--- config.mk ---
export PLATFORM = sky130hd
export DESIGN_NAME = uart_rx_fifo
export DESIGN_NICKNAME = d
export VERILOG_FILES = /design/src/rtl/uart_pkg.sv /design/src/rtl/uart_fifo_mem.sv /design/src/rtl/uart_rx_fifo.sv
export SDC_FILE = /design/constraint.sdc
export NUM_CORES = 1
export LEC_CHECK = 0
export ABC_AREA = 1
export BUFFER_PORTS_ARGS = -buffer_cell sky130_fd_sc_hd__buf_2
export CORE_UTILIZATION = 55
export CTS_CLUSTER_SIZE = 8
export DETAILED_ROUTE_END_ITERATION = 10
export PLACE_DENSITY_LB_ADDON = 0.25
export SLEW_MARGIN = 0
export SYNTH_ARGS = -nofsm -noshare
export SYNTH_HDL_FRONTEND = slang
export SYNTH_HIERARCHICAL = 1
export SYNTH_SLANG_ARGS = --single-unit
--- constraint.sdc ---
create_clock -name clk -period 3.1 [get_ports clk]
set_input_delay 0.31 -clock clk [delete_from_list [all_inputs] [get_ports clk]]
set_output_delay 0.31 -clock clk [all_outputs]
set_load 0.02 [all_outputs]
--- src/rtl/uart_pkg.sv ---
// Shared types and defaults for the UART receive path.
package uart_pkg;

    localparam int unsigned UART_RX_FIFO_DEPTH_DEF = 16;

    typedef struct packed {
        logic [7:0] data;
        logic       parity_err;
        logic       stop_err;
    } rx_entry_t;

    function automatic rx_entry_t make_rx_entry(input logic [7:0] data,
                                                input logic       parity_err,
                                                input logic       stop_err);
        rx_entry_t e;
        e.data       = data;
        e.parity_err = parity_err;
        e.stop_err   = stop_err;
        return e;
    endfunction

endpackage

--- src/rtl/uart_fifo_mem.sv ---
// Register array of received characters: one synchronous write port, one
// combinational read port, cleared by synchronous reset.
module uart_fifo_mem
    import uart_pkg::*;
#(
    parameter int unsigned DEPTH = UART_RX_FIFO_DEPTH_DEF,
    parameter int unsigned AW    = $clog2(DEPTH)
) (
    input  logic            clk,
    input  logic            reset,
    input  logic            we_i,
    input  logic [AW-1:0]   waddr_i,
    input  rx_entry_t       wdata_i,
    input  logic [AW-1:0]   raddr_i,
    output rx_entry_t       rdata_o
);

    rx_entry_t [DEPTH-1:0] mem_q;
    rx_entry_t [DEPTH-1:0] mem_d;

    always_comb begin
        mem_d = mem_q;
        if (we_i) begin
            mem_d[waddr_i] = wdata_i;
        end
    end

    always_ff @(posedge clk) begin
        if (reset) begin
            mem_q <= '0;
        end else begin
            mem_q <= mem_d;
        end
    end

    assign rdata_o = mem_q[raddr_i];

endmodule

--- src/rtl/uart_rx_fifo.sv ---
// First-word-fall-through receive FIFO behind the UART receiver, with sticky
// overrun, threshold interrupt and optional RTS (UART_RX_FIFO_RTS_EN).
module uart_rx_fifo
    import uart_pkg::*;
#(
    parameter int unsigned DEPTH = UART_RX_FIFO_DEPTH_DEF,
    parameter int unsigned AW    = $clog2(DEPTH)
) (
    input  logic          clk,
    input  logic          reset,
    input  logic          rx_valid_i,
    input  logic [7:0]    rx_data_i,
    input  logic          rx_parity_err_i,
    input  logic          rx_stop_err_i,
    input  logic          rd_en_i,
    input  logic          flush_i,
    input  logic [AW:0]   threshold_i,
    input  logic          overrun_clr_i,
    output logic [7:0]    rd_data_o,
    output logic          rd_parity_err_o,
    output logic          rd_stop_err_o,
    output logic          empty_o,
    output logic          full_o,
    output logic [AW:0]   count_o,
    output logic          thresh_irq_o,
    output logic          overrun_o,
    output logic          rts_no
);

    localparam logic [AW:0] DepthCnt = (AW + 1)'(DEPTH);

    logic          rx_valid_q;
    logic [AW-1:0] wr_ptr_q, wr_ptr_d;
    logic [AW-1:0] rd_ptr_q, rd_ptr_d;
    logic [AW:0]   count_q, count_d;
    logic          overrun_q, overrun_d;
    logic          thresh_irq_q, thresh_irq_d;

    logic          push, pop, wr_en, drop, empty, full;
    rx_entry_t     wr_entry, head;

    always_comb begin
        empty = (count_q == '0);
        full  = (count_q == DepthCnt);
        push  = rx_valid_i & ~rx_valid_q;
        pop   = rd_en_i & ~empty & ~flush_i;
        // A pop in the same cycle frees the slot the full-FIFO push lands in.
        wr_en = push & (~full | pop) & ~flush_i;
        drop  = push & full & ~pop & ~flush_i;

        wr_ptr_d = wr_ptr_q;
        rd_ptr_d = rd_ptr_q;
        count_d  = count_q;
        if (flush_i) begin
            wr_ptr_d = '0;
            rd_ptr_d = '0;
            count_d  = '0;
        end else begin
            if (wr_en) begin
                wr_ptr_d = wr_ptr_q + AW'(1);
            end
            if (pop) begin
                rd_ptr_d = rd_ptr_q + AW'(1);
            end
            if (wr_en && !pop) begin
                count_d = count_q + (AW + 1)'(1);
            end else if (!wr_en && pop) begin
                count_d = count_q - (AW + 1)'(1);
            end
        end

        // Set beats clear when both land in one cycle.
        if (drop) begin
            overrun_d = 1'b1;
        end else if (overrun_clr_i) begin
            overrun_d = 1'b0;
        end else begin
            overrun_d = overrun_q;
        end

        thresh_irq_d = (threshold_i != '0) && (count_q >= threshold_i);
    end

    // Edge detector is reloaded during reset so a level already high is not a push.
    always_ff @(posedge clk) begin
        rx_valid_q <= rx_valid_i;
        if (reset) begin
            wr_ptr_q     <= '0;
            rd_ptr_q     <= '0;
            count_q      <= '0;
            overrun_q    <= 1'b0;
            thresh_irq_q <= 1'b0;
        end else begin
            wr_ptr_q     <= wr_ptr_d;
            rd_ptr_q     <= rd_ptr_d;
            count_q      <= count_d;
            overrun_q    <= overrun_d;
            thresh_irq_q <= thresh_irq_d;
        end
    end

`ifdef UART_RX_FIFO_RTS_EN
    localparam logic [AW:0] RtsLevel = (AW + 1)'(DEPTH - 2);

    logic rts_q, rts_d;

    always_comb begin
        rts_d = (count_q >= RtsLevel);
    end

    always_ff @(posedge clk) begin
        if (reset) begin
            rts_q <= 1'b0;
        end else begin
            rts_q <= rts_d;
        end
    end

    assign rts_no = rts_q;
`else
    assign rts_no = 1'b0;
`endif

    assign wr_entry = make_rx_entry(rx_data_i, rx_parity_err_i, rx_stop_err_i);

    uart_fifo_mem #(
        .DEPTH (DEPTH),
        .AW    (AW)
    ) u_mem (
        .clk     (clk),
        .reset   (reset),
        .we_i    (wr_en),
        .waddr_i (wr_ptr_q),
        .wdata_i (wr_entry),
        .raddr_i (rd_ptr_q),
        .rdata_o (head)
    );

    assign rd_data_o       = head.data;
    assign rd_parity_err_o = head.parity_err;
    assign rd_stop_err_o   = head.stop_err;
    assign empty_o         = empty;
    assign full_o          = full;
    assign count_o         = count_q;
    assign thresh_irq_o    = thresh_irq_q;
    assign overrun_o       = overrun_q;

endmodule

==> results of run 1 <==
==> worst reg2reg max path, cell delays in order (launching register included) <==
cell and delay [ns]:
sky130_fd_sc_hd__dfxtp_1 0.44, sky130_fd_sc_hd__inv_1 0.09, sky130_fd_sc_hd__nand2_1 0.13, sky130_fd_sc_hd__nor2_2 0.06
sky130_fd_sc_hd__o211ai_4 0.12, sky130_fd_sc_hd__nand2_1 0.08, sky130_fd_sc_hd__inv_1 0.31, sky130_fd_sc_hd__ha_1 0.31
sky130_fd_sc_hd__inv_1 0.10, sky130_fd_sc_hd__ha_1 0.34, sky130_fd_sc_hd__a21oi_1 0.20, sky130_fd_sc_hd__a21oi_1 0.08
sky130_fd_sc_hd__nor2_1 0.08, sky130_fd_sc_hd__nand2_1 0.05, sky130_fd_sc_hd__nand2_1 0.05, sky130_fd_sc_hd__inv_1 0.04
==> kinds of logic (layout without fill, tap and decap cells) <==
kind of cell,count (synthesis),count (layout)
xor+xnor,3,3
other cells,1,1
simple gates,689,689
buf+inv,272,273
flops,176,176
compound gates,188,188
fa+ha+maj,12,12
==> synthesized netlist by cell type, types with 7 or more instances <==
cell | count | area (µm²)
sky130_fd_sc_hd__nand2_1 | 453 | 1700
sky130_fd_sc_hd__dfxtp_1 | 176 | 3520
sky130_fd_sc_hd__inv_1 | 162 | 608
sky130_fd_sc_hd__nand3_1 | 138 | 691
sky130_fd_sc_hd__a21oi_1 | 136 | 681
sky130_fd_sc_hd__nor2_1 | 78 | 293
sky130_fd_sc_hd__a211oi_1 | 37 | 278
sky130_fd_sc_hd__clkbuf_1 | 36 | 135
sky130_fd_sc_hd__buf_2 | 33 | 165
sky130_fd_sc_hd__buf_4 | 16 | 120
sky130_fd_sc_hd__inv_2 | 12 | 45.0
sky130_fd_sc_hd__ha_1 | 11 | 138
sky130_fd_sc_hd__clkinv_1 | 7 | 26.3
==> cell usage in the layout, fill, tap and decap left out, types with 4 or more instances in the layout <==
cell type | synthesis | routed
sky130_fd_sc_hd__clkbuf_8 | 0 | 5
sky130_fd_sc_hd__nand3_1 | 138 | 138
sky130_fd_sc_hd__inv_1 | 162 | 162
sky130_fd_sc_hd__clkbuf_16 | 0 | 17
sky130_fd_sc_hd__clkinv_1 | 7 | 7
sky130_fd_sc_hd__o21ai_0 | 5 | 5
sky130_fd_sc_hd__a211oi_1 | 37 | 37
sky130_fd_sc_hd__buf_4 | 16 | 18
sky130_fd_sc_hd__a21oi_1 | 136 | 136
sky130_fd_sc_hd__nor2_1 | 78 | 78
sky130_fd_sc_hd__inv_2 | 12 | 12
sky130_fd_sc_hd__buf_2 | 33 | 38
sky130_fd_sc_hd__ha_1 | 11 | 11
sky130_fd_sc_hd__a211oi_2 | 5 | 5
sky130_fd_sc_hd__nor3_1 | 4 | 4
sky130_fd_sc_hd__nand2_1 | 453 | 453
sky130_fd_sc_hd__dfxtp_1 | 176 | 175
==> timing repair <==
action,CTS,global route
endpoints found under the hold margin,1,0
gates resized for setup,0,0
setup buffers,0,0
hold buffers,1,0
==> metal layers <==
metal	track usage	share of wire
met5	0	0
met3	0.0532	0.074
met1	0.402	0.44
met2	0.462	0.45
met4	0.148	0.036
==> cell type report <==
type,count,area (µm²)
Clock inverter,8,103
Sequential cell,176,3520
Timing Repair Buffer,59,375
Multi-Input combinational cell,893,4140
Tap cell,211,264
Clock buffer,24,502
Inverter,182,686
Fill cell,1490,5830
==> power by group <==
part | switching, µW | leakage (µW) | internal, µW
clock | 897 | 0.000292 | 1290
sequential | 9.73 | 0.00142 | 2280
combinational | 279 | 0.00202 | 105
total | 1190 | 0.00373 | 3670
==> through the flow <==
| step | total power (µW) | util | hold WS, ns | instance area (µm²) | cells |
|---|---|---|---|---|---|
| detailed placement | 2710 | 0.582 | 0.445 | 8980 | 1520 |
| global placement | 2710 | 0.582 | 0.440 | 8980 | 1520 |
| global route | 5020 | 0.622 | 0.0950 | 9600 | 1553 |
| floorplan | 2610 | - | 0.338 | 8810 | 1341 |
| finish | 4860 | 0.622 | 0.0898 | 9600 | 1553 |
| CTS | 4880 | 0.622 | 0.0677 | 9600 | 1553 |
==> final timing paths <==
check	to	cells after the start	slack (ns)	startpoint
worst max-delay path	rd_data_o[2]	8	0.35	rd_ptr_q[0]
worst max register to register	count_o[3]	15	0.51	count_o[3]
worst min-delay path	overrun_o	2	0.09	reset
worst min register to register	u_mem/mem_q[46]	2	0.46	u_mem/mem_q[46]
==> state kept, by name, summed over array words and instances, names as in the netlist <==
name          flops
u_mem/mem_q     160
rx_valid_q        1
rd_ptr_q          4
wr_ptr_q          4
overrun_o         1
thresh_irq_o      1
count_o           5
==> report_table.html, run 1 <==
<table>
<tr><th>Metric</th><th>Value</th></tr>
<tr><th colspan="2">Placement</th></tr>
<tr><td>RePlAce Congestion</td><td>0.887</td></tr>
<tr><td>DP Worst Slack</td><td>0.531 ns</td></tr>
<tr><td>Post-DP HPWL</td><td>14100 µm</td></tr>
<tr><td>Quantity of I/O buffers inserted on ports</td><td>39</td></tr>
<tr><th colspan="2">Power</th></tr>
<tr><td>Leakage dissipation</td><td>0.00373 µW</td></tr>
<tr><td>Pwr per Cell Area</td><td>506 mW/mm²</td></tr>
<tr><td>Peak supply drop</td><td>0.412 mV</td></tr>
<tr><th colspan="2">STA</th></tr>
<tr><td>Final hold violation count</td><td>0</td></tr>
<tr><td>RSZ-0062 raised after global routing</td><td>false</td></tr>
<tr><td>Pins over their slew limit</td><td>0</td></tr>
<tr><td>Peak clock frequency supported by timing</td><td>0.363 GHz</td></tr>
<tr><td>Setup Total Neg Slack</td><td>0 ns</td></tr>
<tr><td>Worst Setup Slack, final</td><td>0.346 ns</td></tr>
<tr><td>Count of endpoints failing setup in the final report</td><td>0</td></tr>
<tr><td>Final worst path period share</td><td>0.888</td></tr>
<tr><td>Shortest clock period the worst path allows after layout</td><td>2.75 ns</td></tr>
<tr><td>Worst rel slew slack</td><td>0.315</td></tr>
<tr><td>Slew @ Worst Pin</td><td>1.03 ns</td></tr>
<tr><td>Worst Clk Skew</td><td>0.00928 ns</td></tr>
<tr><th colspan="2">Routing</th></tr>
<tr><td>Routed via count</td><td>8272</td></tr>
<tr><td>Detailed router's first-iteration violation count</td><td>936</td></tr>
<tr><td>Number of routed nets with antenna violations</td><td>0</td></tr>
<tr><td>Vias per cell</td><td>5.33</td></tr>
<tr><td>Final routed DRC violation total</td><td>0</td></tr>
<tr><td>Drt pass-1 iters</td><td>5</td></tr>
<tr><td>Sum of routed wire length over all layers</td><td>23700 µm</td></tr>
<tr><td>Drt wl/cell</td><td>15.2 µm</td></tr>
<tr><th colspan="2">GRT</th></tr>
<tr><td>Combined global-route utilization of all metal layers</td><td>0.299</td></tr>
<tr><td>Antenna violations before repair</td><td>0</td></tr>
<tr><td>Overflow after GRT</td><td>0</td></tr>
<tr><td>Wire length of the first global-routing pass</td><td>37700 µm</td></tr>
<tr><td>Number of global-route vias before repair</td><td>7351</td></tr>
<tr><td>Pin count of the biggest net entering global routing</td><td>161</td></tr>
<tr><th colspan="2">Synth</th></tr>
<tr><td>Part of the Yosys area used for sequential elements</td><td>0.400</td></tr>
<tr><td>Ys async rst share</td><td>0</td></tr>
<tr><td>Register bit count reported by yosys</td><td>176</td></tr>
<tr><td>Syn Std Cell Area</td><td>0.00881 mm²</td></tr>
<tr><td>Xor and xnor fraction of the mapped netlist area</td><td>0.00298</td></tr>
<tr><td>Commonest register cell after synthesis</td><td>sky130_fd_sc_hd__dfxtp_1</td></tr>
<tr><td>Library cells used by synthesis</td><td>36</td></tr>
<tr><td>Synthesized-area fraction occupied by ao, oa, aoi and oai cells</td><td>0.125</td></tr>
<tr><td>Number of synthesis warnings</td><td>6</td></tr>
<tr><td>Share of synthesized cell area in and, or, nand and nor gates</td><td>0.324</td></tr>
<tr><td>Post-synth EDFFs</td><td>0</td></tr>
<tr><td>Adder-cell area share of the yosys netlist</td><td>0.0179</td></tr>
<tr><td>Post-synthesis cell count</td><td>1341</td></tr>
<tr><td>Mux contribution to synthesized area</td><td>0</td></tr>
<tr><td>Per-instance average area after synthesis</td><td>6.57 µm²</td></tr>
<tr><td>Dominant combinational cell family by area after synthesis</td><td>simple AND/OR/NAND/NOR gates</td></tr>
<tr><td>Post-synth net total</td><td>1374</td></tr>
<tr><th colspan="2">Floorplanning</th></tr>
<tr><td>Starting density of the core</td><td>0.571</td></tr>
<tr><td>IO Pins</td><td>41</td></tr>
<tr><td>Std-Cell Rows</td><td>45</td></tr>
<tr><td>Area of the die</td><td>0.0165 mm²</td></tr>
<tr><td>Core box area</td><td>0.0154 mm²</td></tr>
<tr><td>Die Width</td><td>129 µm</td></tr>
<tr><td>Die height</td><td>129 µm</td></tr>
<tr><th colspan="2">Clock tree</th></tr>
<tr><td>Clock Pin Slew Worst Setup and Hold Paths</td><td>0.07 ns</td></tr>
<tr><td>Sink Count</td><td>176</td></tr>
<tr><td>Clock tree from TritonCTS</td><td>done</td></tr>
<tr><td>Max clock buf depth</td><td>2</td></tr>
<tr><td>Later-pin clock latency in the skew report</td><td>0.44 ns</td></tr>
<tr><td>Root Buffer</td><td>sky130_fd_sc_hd__clkbuf_16</td></tr>
<tr><td>H-tree Lvls</td><td>4</td></tr>
<tr><td>Clock buffer count from CTS</td><td>17</td></tr>
<tr><th colspan="2">Flow run</th></tr>
<tr><td>Number of violations of the max-capacitance limit</td><td>0</td></tr>
<tr><th colspan="2">Setup path</th></tr>
<tr><td>CP bufs+invs</td><td>2</td></tr>
<tr><td>Delay of the slowest cell on the worst path</td><td>0.73 ns</td></tr>
<tr><td>Critical Path Most Common Cell</td><td>sky130_fd_sc_hd__nand2_1</td></tr>
<tr><td>Arrival time reported for the critical path endpoint</td><td>2.44 ns</td></tr>
<tr><td>Cells traversed along the worst timing path</td><td>buf_4, nand2_1, nand2_1, nand2_1, nand3_1, nand3_1, nand2_1, buf_2</td></tr>
<tr><td>Nature of the critical path startpoint</td><td>flip-flop</td></tr>
<tr><td>Type of the worst setup path</td><td>flip-flop to output port</td></tr>
<tr><td>Largest driver fanout on the critical path</td><td>92</td></tr>
<tr><td>Critical Path RT</td><td>2.79 ns</td></tr>
<tr><td>Cell with the biggest individual delay on the critical path</td><td>sky130_fd_sc_hd__buf_4</td></tr>
<tr><td>Capturing element type of the critical path</td><td>output port</td></tr>
<tr><td>Worst path top cell family by delay</td><td>buffers and inverters</td></tr>
<tr><th colspan="2">Finish</th></tr>
<tr><td>Ant. Diodes</td><td>0</td></tr>
<tr><td>Share of layout cells above drive strength 1</td><td>0.0917</td></tr>
<tr><td>Area overhead of the layout relative to synthesis</td><td>8.89%</td></tr>
<tr><td>Layout Nets</td><td>1362</td></tr>
<tr><th colspan="2">Hold path</th></tr>
<tr><td>Hold Path Class</td><td>primary input to flip-flop</td></tr>
<tr><th colspan="2">Outcome</th></tr>
<tr><td>Status</td><td>complete, no violations</td></tr>
</table>
No activity file was read; power rests on OpenSTA's default activity.
==> inputs of run 2 (changes only) <==
--- a/config.mk
+++ b/config.mk
@@ -6,10 +6,10 @@
 export NUM_CORES = 1
 export LEC_CHECK = 0
 export ABC_AREA = 1
-export BUFFER_PORTS_ARGS = -buffer_cell sky130_fd_sc_hd__buf_2
 export CORE_UTILIZATION = 55
 export CTS_CLUSTER_SIZE = 8
 export DETAILED_ROUTE_END_ITERATION = 10
+export DONT_BUFFER_PORTS = 1
 export PLACE_DENSITY_LB_ADDON = 0.25
 export SLEW_MARGIN = 0
 export SYNTH_ARGS = -nofsm -noshare
==> report_table.html, run 2 (synthesis gave the netlist of run 1 again) <==
<table>
<tr><th>Metric</th><th>Value</th></tr>
<tr><th colspan="2">Outcome</th></tr>
<tr><td>Status</td><td>complete, no violations</td></tr>
<tr><th colspan="2">Routing</th></tr>
<tr><td>Final routed DRC violation total</td><td>0</td></tr>
<tr><td>Vias per cell</td><td>5.33</td></tr>
<tr><td>Detailed router's first-iteration violation count</td><td>834</td></tr>
<tr><td>Number of routed nets with antenna violations</td><td>0</td></tr>
<tr><td>Routed via count</td><td>8132</td></tr>
<tr><td>Drt wl/cell</td><td>15.8 µm</td></tr>
<tr><td>Drt pass-1 iters</td><td>8</td></tr>
<tr><td>Sum of routed wire length over all layers</td><td>24100 µm</td></tr>
<tr><th colspan="2">Finish</th></tr>
<tr><td>Fillers</td><td>1459</td></tr>
<tr><td>Max reg flops</td><td>160</td></tr>
<tr><td>Layout Nets</td><td>1335</td></tr>
<tr><td>Area overhead of the layout relative to synthesis</td><td>8.33%</td></tr>
<tr><td>Share of layout cells above drive strength 1</td><td>0.0639</td></tr>
<tr><td>Most frequent standard cell in the layout excluding fill and tap cells</td><td>sky130_fd_sc_hd__nand2_1</td></tr>
<tr><td>Commonest non-fill, non-tap cells in the layout</td><td>453 x sky130_fd_sc_hd__nand2_1, 175 x sky130_fd_sc_hd__dfxtp_1, 162 x sky130_fd_sc_hd__inv_1</td></tr>
<tr><td>Ant. Diodes</td><td>0</td></tr>
<tr><td>Most flops, register</td><td>u_mem/mem_q</td></tr>
<tr><th colspan="2">STA</th></tr>
<tr><td>Worst rel slew slack</td><td>0.423</td></tr>
<tr><td>Worst Clk Skew</td><td>0.00727 ns</td></tr>
<tr><td>Peak clock frequency supported by timing</td><td>0.352 GHz</td></tr>
<tr><td>RSZ-0062 raised after global routing</td><td>false</td></tr>
<tr><td>Pins over their slew limit</td><td>0</td></tr>
<tr><td>Final hold violation count</td><td>0</td></tr>
<tr><td>Slew @ Worst Pin</td><td>0.863 ns</td></tr>
<tr><td>Hold WS</td><td>0.0272 ns</td></tr>
<tr><td>Count of endpoints failing setup in the final report</td><td>0</td></tr>
<tr><td>Setup Total Neg Slack</td><td>0 ns</td></tr>
<tr><td>Shortest clock period the worst path allows after layout</td><td>2.84 ns</td></tr>
<tr><td>Final worst path period share</td><td>0.916</td></tr>
<tr><th colspan="2">Floorplanning</th></tr>
<tr><td>Die Width</td><td>129 µm</td></tr>
<tr><td>Starting density of the core</td><td>0.571</td></tr>
<tr><td>Area of the die</td><td>0.0165 mm²</td></tr>
<tr><td>Std-Cell Rows</td><td>45</td></tr>
<tr><td>Core box area</td><td>0.0154 mm²</td></tr>
<tr><td>Die height</td><td>129 µm</td></tr>
<tr><td>IO Pins</td><td>41</td></tr>
<tr><th colspan="2">Placement</th></tr>
<tr><td>RePlAce Congestion</td><td>0.864</td></tr>
<tr><td>Quantity of I/O buffers inserted on ports</td><td>0</td></tr>
<tr><td>Post-DP HPWL</td><td>14300 µm</td></tr>
<tr><th colspan="2">Clock tree</th></tr>
<tr><td>Clock tree from TritonCTS</td><td>done</td></tr>
<tr><td>Root Buffer</td><td>sky130_fd_sc_hd__clkbuf_16</td></tr>
<tr><td>Number of buffers inserted to repair setup after CTS</td><td>0</td></tr>
<tr><td>Sink Count</td><td>176</td></tr>
<tr><td>Later-pin clock latency in the skew report</td><td>0.42 ns</td></tr>
<tr><td>Max clock buf depth</td><td>2</td></tr>
<tr><td>Clock buffer count from CTS</td><td>17</td></tr>
<tr><td>H-tree Lvls</td><td>4</td></tr>
<tr><td>Clock Pin Slew Worst Setup and Hold Paths</td><td>0.07 ns</td></tr>
<tr><th colspan="2">Power</th></tr>
<tr><td>Pwr per Cell Area</td><td>504 mW/mm²</td></tr>
<tr><td>Leakage dissipation</td><td>0.00365 µW</td></tr>
<tr><td>Peak supply drop</td><td>0.385 mV</td></tr>
<tr><th colspan="2">Flow run</th></tr>
<tr><td>Number of violations of the max-capacitance limit</td><td>0</td></tr>
<tr><th colspan="2">Setup path</th></tr>
<tr><td>Type of the worst setup path</td><td>flip-flop to flip-flop</td></tr>
<tr><td>Critical path launch point</td><td>count_o[2]</td></tr>
<tr><td>Reg2reg setup slack</td><td>0.26 ns</td></tr>
<tr><td>Critical Path RT</td><td>3.41 ns</td></tr>
<tr><td>Count of cells along the worst register-to-register path</td><td>12</td></tr>
<tr><td>Reg2reg end</td><td>u_mem/mem_q[134]</td></tr>
<tr><td>Worst reg2reg startpoint</td><td>count_o[2]</td></tr>
<tr><td>Last element of the critical path</td><td>u_mem/mem_q[134]</td></tr>
<tr><td>Largest driver fanout on the critical path</td><td>11</td></tr>
<tr><td>Arrival time reported for the critical path endpoint</td><td>3.15 ns</td></tr>
<tr><td>Nature of the critical path startpoint</td><td>flip-flop</td></tr>
<tr><td>Capturing element type of the critical path</td><td>flip-flop</td></tr>
<tr><th colspan="2">GRT</th></tr>
<tr><td>Pin count of the biggest net entering global routing</td><td>151</td></tr>
<tr><td>Overflow after GRT</td><td>0</td></tr>
<tr><td>Wire length of the first global-routing pass</td><td>38200 µm</td></tr>
<tr><td>Number of global-route vias before repair</td><td>7270</td></tr>
<tr><td>Antenna violations before repair</td><td>0</td></tr>
<tr><td>Combined global-route utilization of all metal layers</td><td>0.299</td></tr>
<tr><th colspan="2">Hold path</th></tr>
<tr><td>Hold Path Class</td><td>primary input to flip-flop</td></tr>
</table>
[run 2: routing by layer]
metal  GRT usage  wire (µm)
met3      0.0516       1730
met1       0.400      10400
met5           0          0
met2       0.487      11400
met4       0.104        533
[run 2: stage by stage]
step                instances  instance area (µm²)  total power (µW)  setup WS, ns   util
floorplan                1341                 8810              2610         0.886      -
finish                   1526                 9550              4810         0.260  0.619
detailed placement       1481                 8780              2600         0.440  0.569
CTS                      1526                 9540              4830        0.0630  0.618
global placement         1481                 8780              2600         0.519  0.569
global route             1526                 9550              4970        0.0211  0.619
[run 2: how the worst min path moves through the flow]
stage               slack, ns          endpoint          from  cells after the start
floorplan                0.34        rx_valid_q    rx_valid_i                      0
global placement         0.34        rx_valid_q    rx_valid_i                      0
detailed placement       0.34        rx_valid_q    rx_valid_i                      0
CTS                      0.02  u_mem/mem_q[114]  rx_data_i[2]                      2
global route             0.01   u_mem/mem_q[94]  rx_data_i[2]                      2
finish                   0.03  u_mem/mem_q[114]  rx_data_i[2]                      2
[run 2: cell type report]
class	instances	area, µm²	area share
Multi-Input combinational cell	893	4150	0.435
Sequential cell	176	3520	0.369
Inverter	182	686	0.0718
Clock buffer	23	478	0.0501
Timing Repair Buffer	32	315	0.0330
Tap cell	211	264	0.0277
Clock inverter	9	131	0.0138
[run 2: timing repair]
action / in CTS / in global routing
setup endpoints to repair: 0 / 1
gates resized for setup: 0 / 1
hold buffers: 13 / 0
endpoints found under the hold margin: 162 / 0
[run 2: power breakdown]
| part | internal, µW | total, µW | switching, µW |
|---|---|---|---|
| Clock | 1330 | 2220 | 885 |
| Combinational | 88.5 | 310 | 221 |
| Sequential | 2270 | 2280 | 7.93 |
[run 2: worst max-delay path: stages (launching register included)]
cell,delay (ns)
sky130_fd_sc_hd__dfxtp_1,0.51
sky130_fd_sc_hd__inv_1,0.10
sky130_fd_sc_hd__nand2_1,0.13
sky130_fd_sc_hd__nor2_2,0.06
sky130_fd_sc_hd__o211ai_4,0.12
sky130_fd_sc_hd__nand2_1,0.08
sky130_fd_sc_hd__inv_1,0.29
sky130_fd_sc_hd__inv_4,0.09
sky130_fd_sc_hd__nor3_4,0.44
sky130_fd_sc_hd__inv_2,0.19
sky130_fd_sc_hd__nand2_1,0.10
sky130_fd_sc_hd__a21oi_1,0.06
sky130_fd_sc_hd__dlygate4sd3_1,0.56
==> inputs of run 3 (changes only) <==
--- a/config.mk
+++ b/config.mk
@@ -5,7 +5,6 @@
 export SDC_FILE = /design/constraint.sdc
 export NUM_CORES = 1
 export LEC_CHECK = 0
-export ABC_AREA = 1
 export CORE_UTILIZATION = 55
 export CTS_CLUSTER_SIZE = 8
 export DETAILED_ROUTE_END_ITERATION = 10
==> report_table.html, run 3 <==
<table>
<tr><th>Metric</th><th>Value</th></tr>
<tr><th colspan="2">Outcome</th></tr>
<tr><td>Status</td><td>complete, no violations</td></tr>
<tr><th colspan="2">Setup path</th></tr>
<tr><td>Critical Path RT</td><td>3.48 ns</td></tr>
<tr><td>Cell with the biggest individual delay on the critical path</td><td>sky130_fd_sc_hd__or4_4</td></tr>
<tr><td>Type of the worst setup path</td><td>flip-flop to flip-flop</td></tr>
<tr><td>Largest driver fanout on the critical path</td><td>20</td></tr>
<tr><td>Arrival time reported for the critical path endpoint</td><td>3.31 ns</td></tr>
<tr><td>Worst path top cell family by delay</td><td>simple AND/OR/NAND/NOR gates</td></tr>
<tr><td>Cells traversed along the worst timing path</td><td>or4_4, o31ai_4, inv_2, buf_4, or3b_2, o21ai_0, a21oi_1, dlygate4sd3_1</td></tr>
<tr><td>Delay of the slowest cell on the worst path</td><td>0.60 ns</td></tr>
<tr><td>Capturing element type of the critical path</td><td>flip-flop</td></tr>
<tr><td>CP bufs+invs</td><td>3</td></tr>
<tr><td>Nature of the critical path startpoint</td><td>flip-flop</td></tr>
<tr><th colspan="2">Routing</th></tr>
<tr><td>Vias per cell</td><td>6.95</td></tr>
<tr><td>Number of routed nets with antenna violations</td><td>0</td></tr>
<tr><td>Drt pass-1 iters</td><td>8</td></tr>
<tr><td>Sum of routed wire length over all layers</td><td>25300 µm</td></tr>
<tr><td>Final routed DRC violation total</td><td>0</td></tr>
<tr><td>Routed via count</td><td>7669</td></tr>
<tr><td>Detailed router's first-iteration violation count</td><td>1223</td></tr>
<tr><td>Drt wl/cell</td><td>22.9 µm</td></tr>
<tr><th colspan="2">STA</th></tr>
<tr><td>Setup Total Neg Slack</td><td>0 ns</td></tr>
<tr><td>Final worst path period share</td><td>0.947</td></tr>
<tr><td>Peak clock frequency supported by timing</td><td>0.341 GHz</td></tr>
<tr><td>Hold WS</td><td>0.0183 ns</td></tr>
<tr><td>Slew @ Worst Pin</td><td>1.17 ns</td></tr>
<tr><td>Worst Clk Skew</td><td>0.0107 ns</td></tr>
<tr><td>Count of endpoints failing setup in the final report</td><td>0</td></tr>
<tr><td>Pins over their slew limit</td><td>0</td></tr>
<tr><td>Shortest clock period the worst path allows after layout</td><td>2.94 ns</td></tr>
<tr><td>Final hold violation count</td><td>0</td></tr>
<tr><td>Worst rel slew slack</td><td>0.217</td></tr>
<tr><td>RSZ-0062 raised after global routing</td><td>false</td></tr>
<tr><th colspan="2">Finish</th></tr>
<tr><td>Most flops, register</td><td>u_mem/mem_q</td></tr>
<tr><td>Commonest non-fill, non-tap cells in the layout</td><td>174 x sky130_fd_sc_hd__dfxtp_1, 168 x sky130_fd_sc_hd__a21oi_1, 166 x sky130_fd_sc_hd__nand3_1</td></tr>
<tr><td>Area overhead of the layout relative to synthesis</td><td>8.21%</td></tr>
<tr><td>Layout Nets</td><td>939</td></tr>
<tr><td>Most frequent standard cell in the layout excluding fill and tap cells</td><td>sky130_fd_sc_hd__dfxtp_1</td></tr>
<tr><td>Ant. Diodes</td><td>0</td></tr>
<tr><td>Share of layout cells above drive strength 1</td><td>0.134</td></tr>
<tr><td>Max reg flops</td><td>160</td></tr>
<tr><th colspan="2">Synth</th></tr>
<tr><td>Fraction of synthesized cell area taken by the top area cell type</td><td>0.421</td></tr>
<tr><td>Most frequent cells after synthesis</td><td>176 x sky130_fd_sc_hd__dfxtp_1, 168 x sky130_fd_sc_hd__a21oi_1, 166 x sky130_fd_sc_hd__nand3_1</td></tr>
<tr><td>Share of synthesized cell area in and, or, nand and nor gates</td><td>0.149</td></tr>
<tr><td>Number of synthesis warnings</td><td>6</td></tr>
<tr><td>Library cells used by synthesis</td><td>46</td></tr>
<tr><td>Post-synthesis cell count</td><td>967</td></tr>
<tr><td>Top-count cell post-synth</td><td>sky130_fd_sc_hd__dfxtp_1</td></tr>
<tr><td>Syn Std Cell Area</td><td>0.00836 mm²</td></tr>
<tr><td>Post-synth net total</td><td>1000</td></tr>
<tr><td>Per-instance average area after synthesis</td><td>8.65 µm²</td></tr>
<tr><td>Synthesized-area fraction occupied by ao, oa, aoi and oai cells</td><td>0.226</td></tr>
<tr><td>Most area-consuming cells after synthesis</td><td>sky130_fd_sc_hd__dfxtp_1 42%, sky130_fd_sc_hd__mux4_2 11%, sky130_fd_sc_hd__a21oi_1 10%</td></tr>
<tr><td>Dominant combinational cell family by area after synthesis</td><td>compound AO/OA/AOI/OAI gates</td></tr>
<tr><td>Register bit count reported by yosys</td><td>176</td></tr>
<tr><td>Commonest register cell after synthesis</td><td>sky130_fd_sc_hd__dfxtp_1</td></tr>
<tr><td>Xor and xnor fraction of the mapped netlist area</td><td>0.00419</td></tr>
<tr><td>Mux contribution to synthesized area</td><td>0.111</td></tr>
<tr><td>Leading area contributor after synthesis</td><td>sky130_fd_sc_hd__dfxtp_1</td></tr>
<tr><td>Ys async rst share</td><td>0</td></tr>
<tr><td>Part of the Yosys area used for sequential elements</td><td>0.421</td></tr>
<tr><td>Adder-cell area share of the yosys netlist</td><td>0.0189</td></tr>
<tr><td>Post-synth EDFFs</td><td>0</td></tr>
<tr><th colspan="2">Clock tree</th></tr>
<tr><td>Clock buffer count from CTS</td><td>17</td></tr>
<tr><td>Max clock buf depth</td><td>2</td></tr>
<tr><td>Number of buffers inserted to repair setup after CTS</td><td>0</td></tr>
<tr><td>Root Buffer</td><td>sky130_fd_sc_hd__clkbuf_16</td></tr>
<tr><td>Clock Pin Slew Worst Setup and Hold Paths</td><td>0.07 ns</td></tr>
<tr><td>Sink Count</td><td>176</td></tr>
<tr><td>Later-pin clock latency in the skew report</td><td>0.44 ns</td></tr>
<tr><td>H-tree Lvls</td><td>4</td></tr>
<tr><td>Clock tree from TritonCTS</td><td>done</td></tr>
<tr><th colspan="2">Flow run</th></tr>
<tr><td>Number of violations of the max-capacitance limit</td><td>0</td></tr>
<tr><th colspan="2">Power</th></tr>
<tr><td>Sum of internal, switching and leakage power</td><td>4630 µW</td></tr>
<tr><td>Pwr per Cell Area</td><td>511 mW/mm²</td></tr>
<tr><td>Peak supply drop</td><td>0.432 mV</td></tr>
<tr><td>Leakage dissipation</td><td>0.00291 µW</td></tr>
<tr><th colspan="2">GRT</th></tr>
<tr><td>Overflow after GRT</td><td>0</td></tr>
<tr><td>Number of global-route vias before repair</td><td>7678</td></tr>
<tr><td>Pin count of the biggest net entering global routing</td><td>155</td></tr>
<tr><td>Wire length of the first global-routing pass</td><td>40300 µm</td></tr>
<tr><td>Combined global-route utilization of all metal layers</td><td>0.331</td></tr>
<tr><td>Antenna violations before repair</td><td>0</td></tr>
<tr><th colspan="2">Placement</th></tr>
<tr><td>Quantity of I/O buffers inserted on ports</td><td>0</td></tr>
<tr><td>RePlAce Congestion</td><td>0.870</td></tr>
<tr><td>Post-DP HPWL</td><td>14000 µm</td></tr>
<tr><th colspan="2">Floorplanning</th></tr>
<tr><td>IO Pins</td><td>41</td></tr>
<tr><td>Die height</td><td>125 µm</td></tr>
<tr><td>Area of the die</td><td>0.0157 mm²</td></tr>
<tr><td>Die Width</td><td>125 µm</td></tr>
<tr><td>Core box area</td><td>0.0147 mm²</td></tr>
<tr><td>Std-Cell Rows</td><td>44</td></tr>
<tr><td>Starting density of the core</td><td>0.569</td></tr>
<tr><th colspan="2">Hold path</th></tr>
<tr><td>Hold Path Class</td><td>primary input to flip-flop</td></tr>
</table>
-- run 3: cell types whose count changed in the layout (fill, tap and decap cells not counted), moves of 32 or more --
cell	change
sky130_fd_sc_hd__inv_1	-153
sky130_fd_sc_hd__nor2_1	-62
sky130_fd_sc_hd__nand2_1	-437
sky130_fd_sc_hd__o21ai_0	+157
sky130_fd_sc_hd__mux4_2	+40
sky130_fd_sc_hd__a21oi_1	+32
sky130_fd_sc_hd__a211oi_1	-36
-- run 3: logic make-up (layout without fill, tap and decap cells) --
kind of cell               count (synthesis)  after routing
and+or+nand+nor                          239            239
other                                      1              1
muxes                                     43             43
DFF                                      176            176
adders and majority gates                 12             12
AOI/OAI and AO/OA                        360            360
buffers and inverters                    132             84
xor gates and xnor gates                   4              4
-- run 3: path summary, 6_finish.rpt --
| kind | startpoint | slack, ns | cells after the start | end |
|---|---|---|---|---|
| max | count_o[0] | 0.16 | 8 | u_mem/mem_q[40] |
| min | rx_data_i[5] | 0.02 | 2 | u_mem/mem_q[67] |
| max reg2reg | count_o[0] | 0.16 | 8 | u_mem/mem_q[40] |
| min reg2reg | u_mem/mem_q[150] | 0.47 | 2 | u_mem/mem_q[150] |
-- run 3: layout make-up --
class / count / area (µm²)
Fill cell: 1183 / 5650
Multi-Input combinational cell: 659 / 4280
Sequential cell: 176 / 3530
Clock buffer: 20 / 447
Timing Repair Buffer: 42 / 393
Tap cell: 184 / 230
Clock inverter: 12 / 135
Inverter: 10 / 37.5
-- run 3: timing repair --
| item | CTS | global route |
|---|---|---|
| hold buffers | 9 | 0 |
| resized for setup | 0 | 3 |
| endpoints found under the hold margin | 162 | 0 |
| endpoints found under the setup margin | 0 | 4 |
-- run 3: through the flow --
step | util | instance area, µm² | cells | setup slack (ns)
after floorplan | - | 8360 | 967 | 0.302
after global placement | 0.568 | 8350 | 1062 | 0.436
after detailed placement | 0.568 | 8350 | 1062 | 0.295
after CTS | 0.615 | 9040 | 1103 | 0.0675
after global routing | 0.616 | 9050 | 1103 | 0.0317
final | 0.616 | 9050 | 1103 | 0.164
-- run 3: metal layers --
metal / routed length, µm / GRT usage / up-vias
met4: 831 / 0.173 / 0
met5: 0 / 0 / -
li1: - / - / 3396
met3: 2530 / 0.0753 / 83
met1: 9670 / 0.409 / 3730
met2: 12300 / 0.542 / 460
-- run 3: report_power, final --
group | switching (µW) | leakage (µW) | internal [µW]
sequential | 10.2 | 0.00142 | 2270
combinational | 135 | 0.00122 | 69.8
clock | 931 | 0.000273 | 1210
total | 1080 | 0.00291 | 3550
-- run 3: worst register-to-register path: cells and delay by family (launching register included) --
kind	cells	cell delay [ns]
simple gates	2	1.12
buf+inv	3	0.83
compound gates	3	0.62
flops	1	0.31
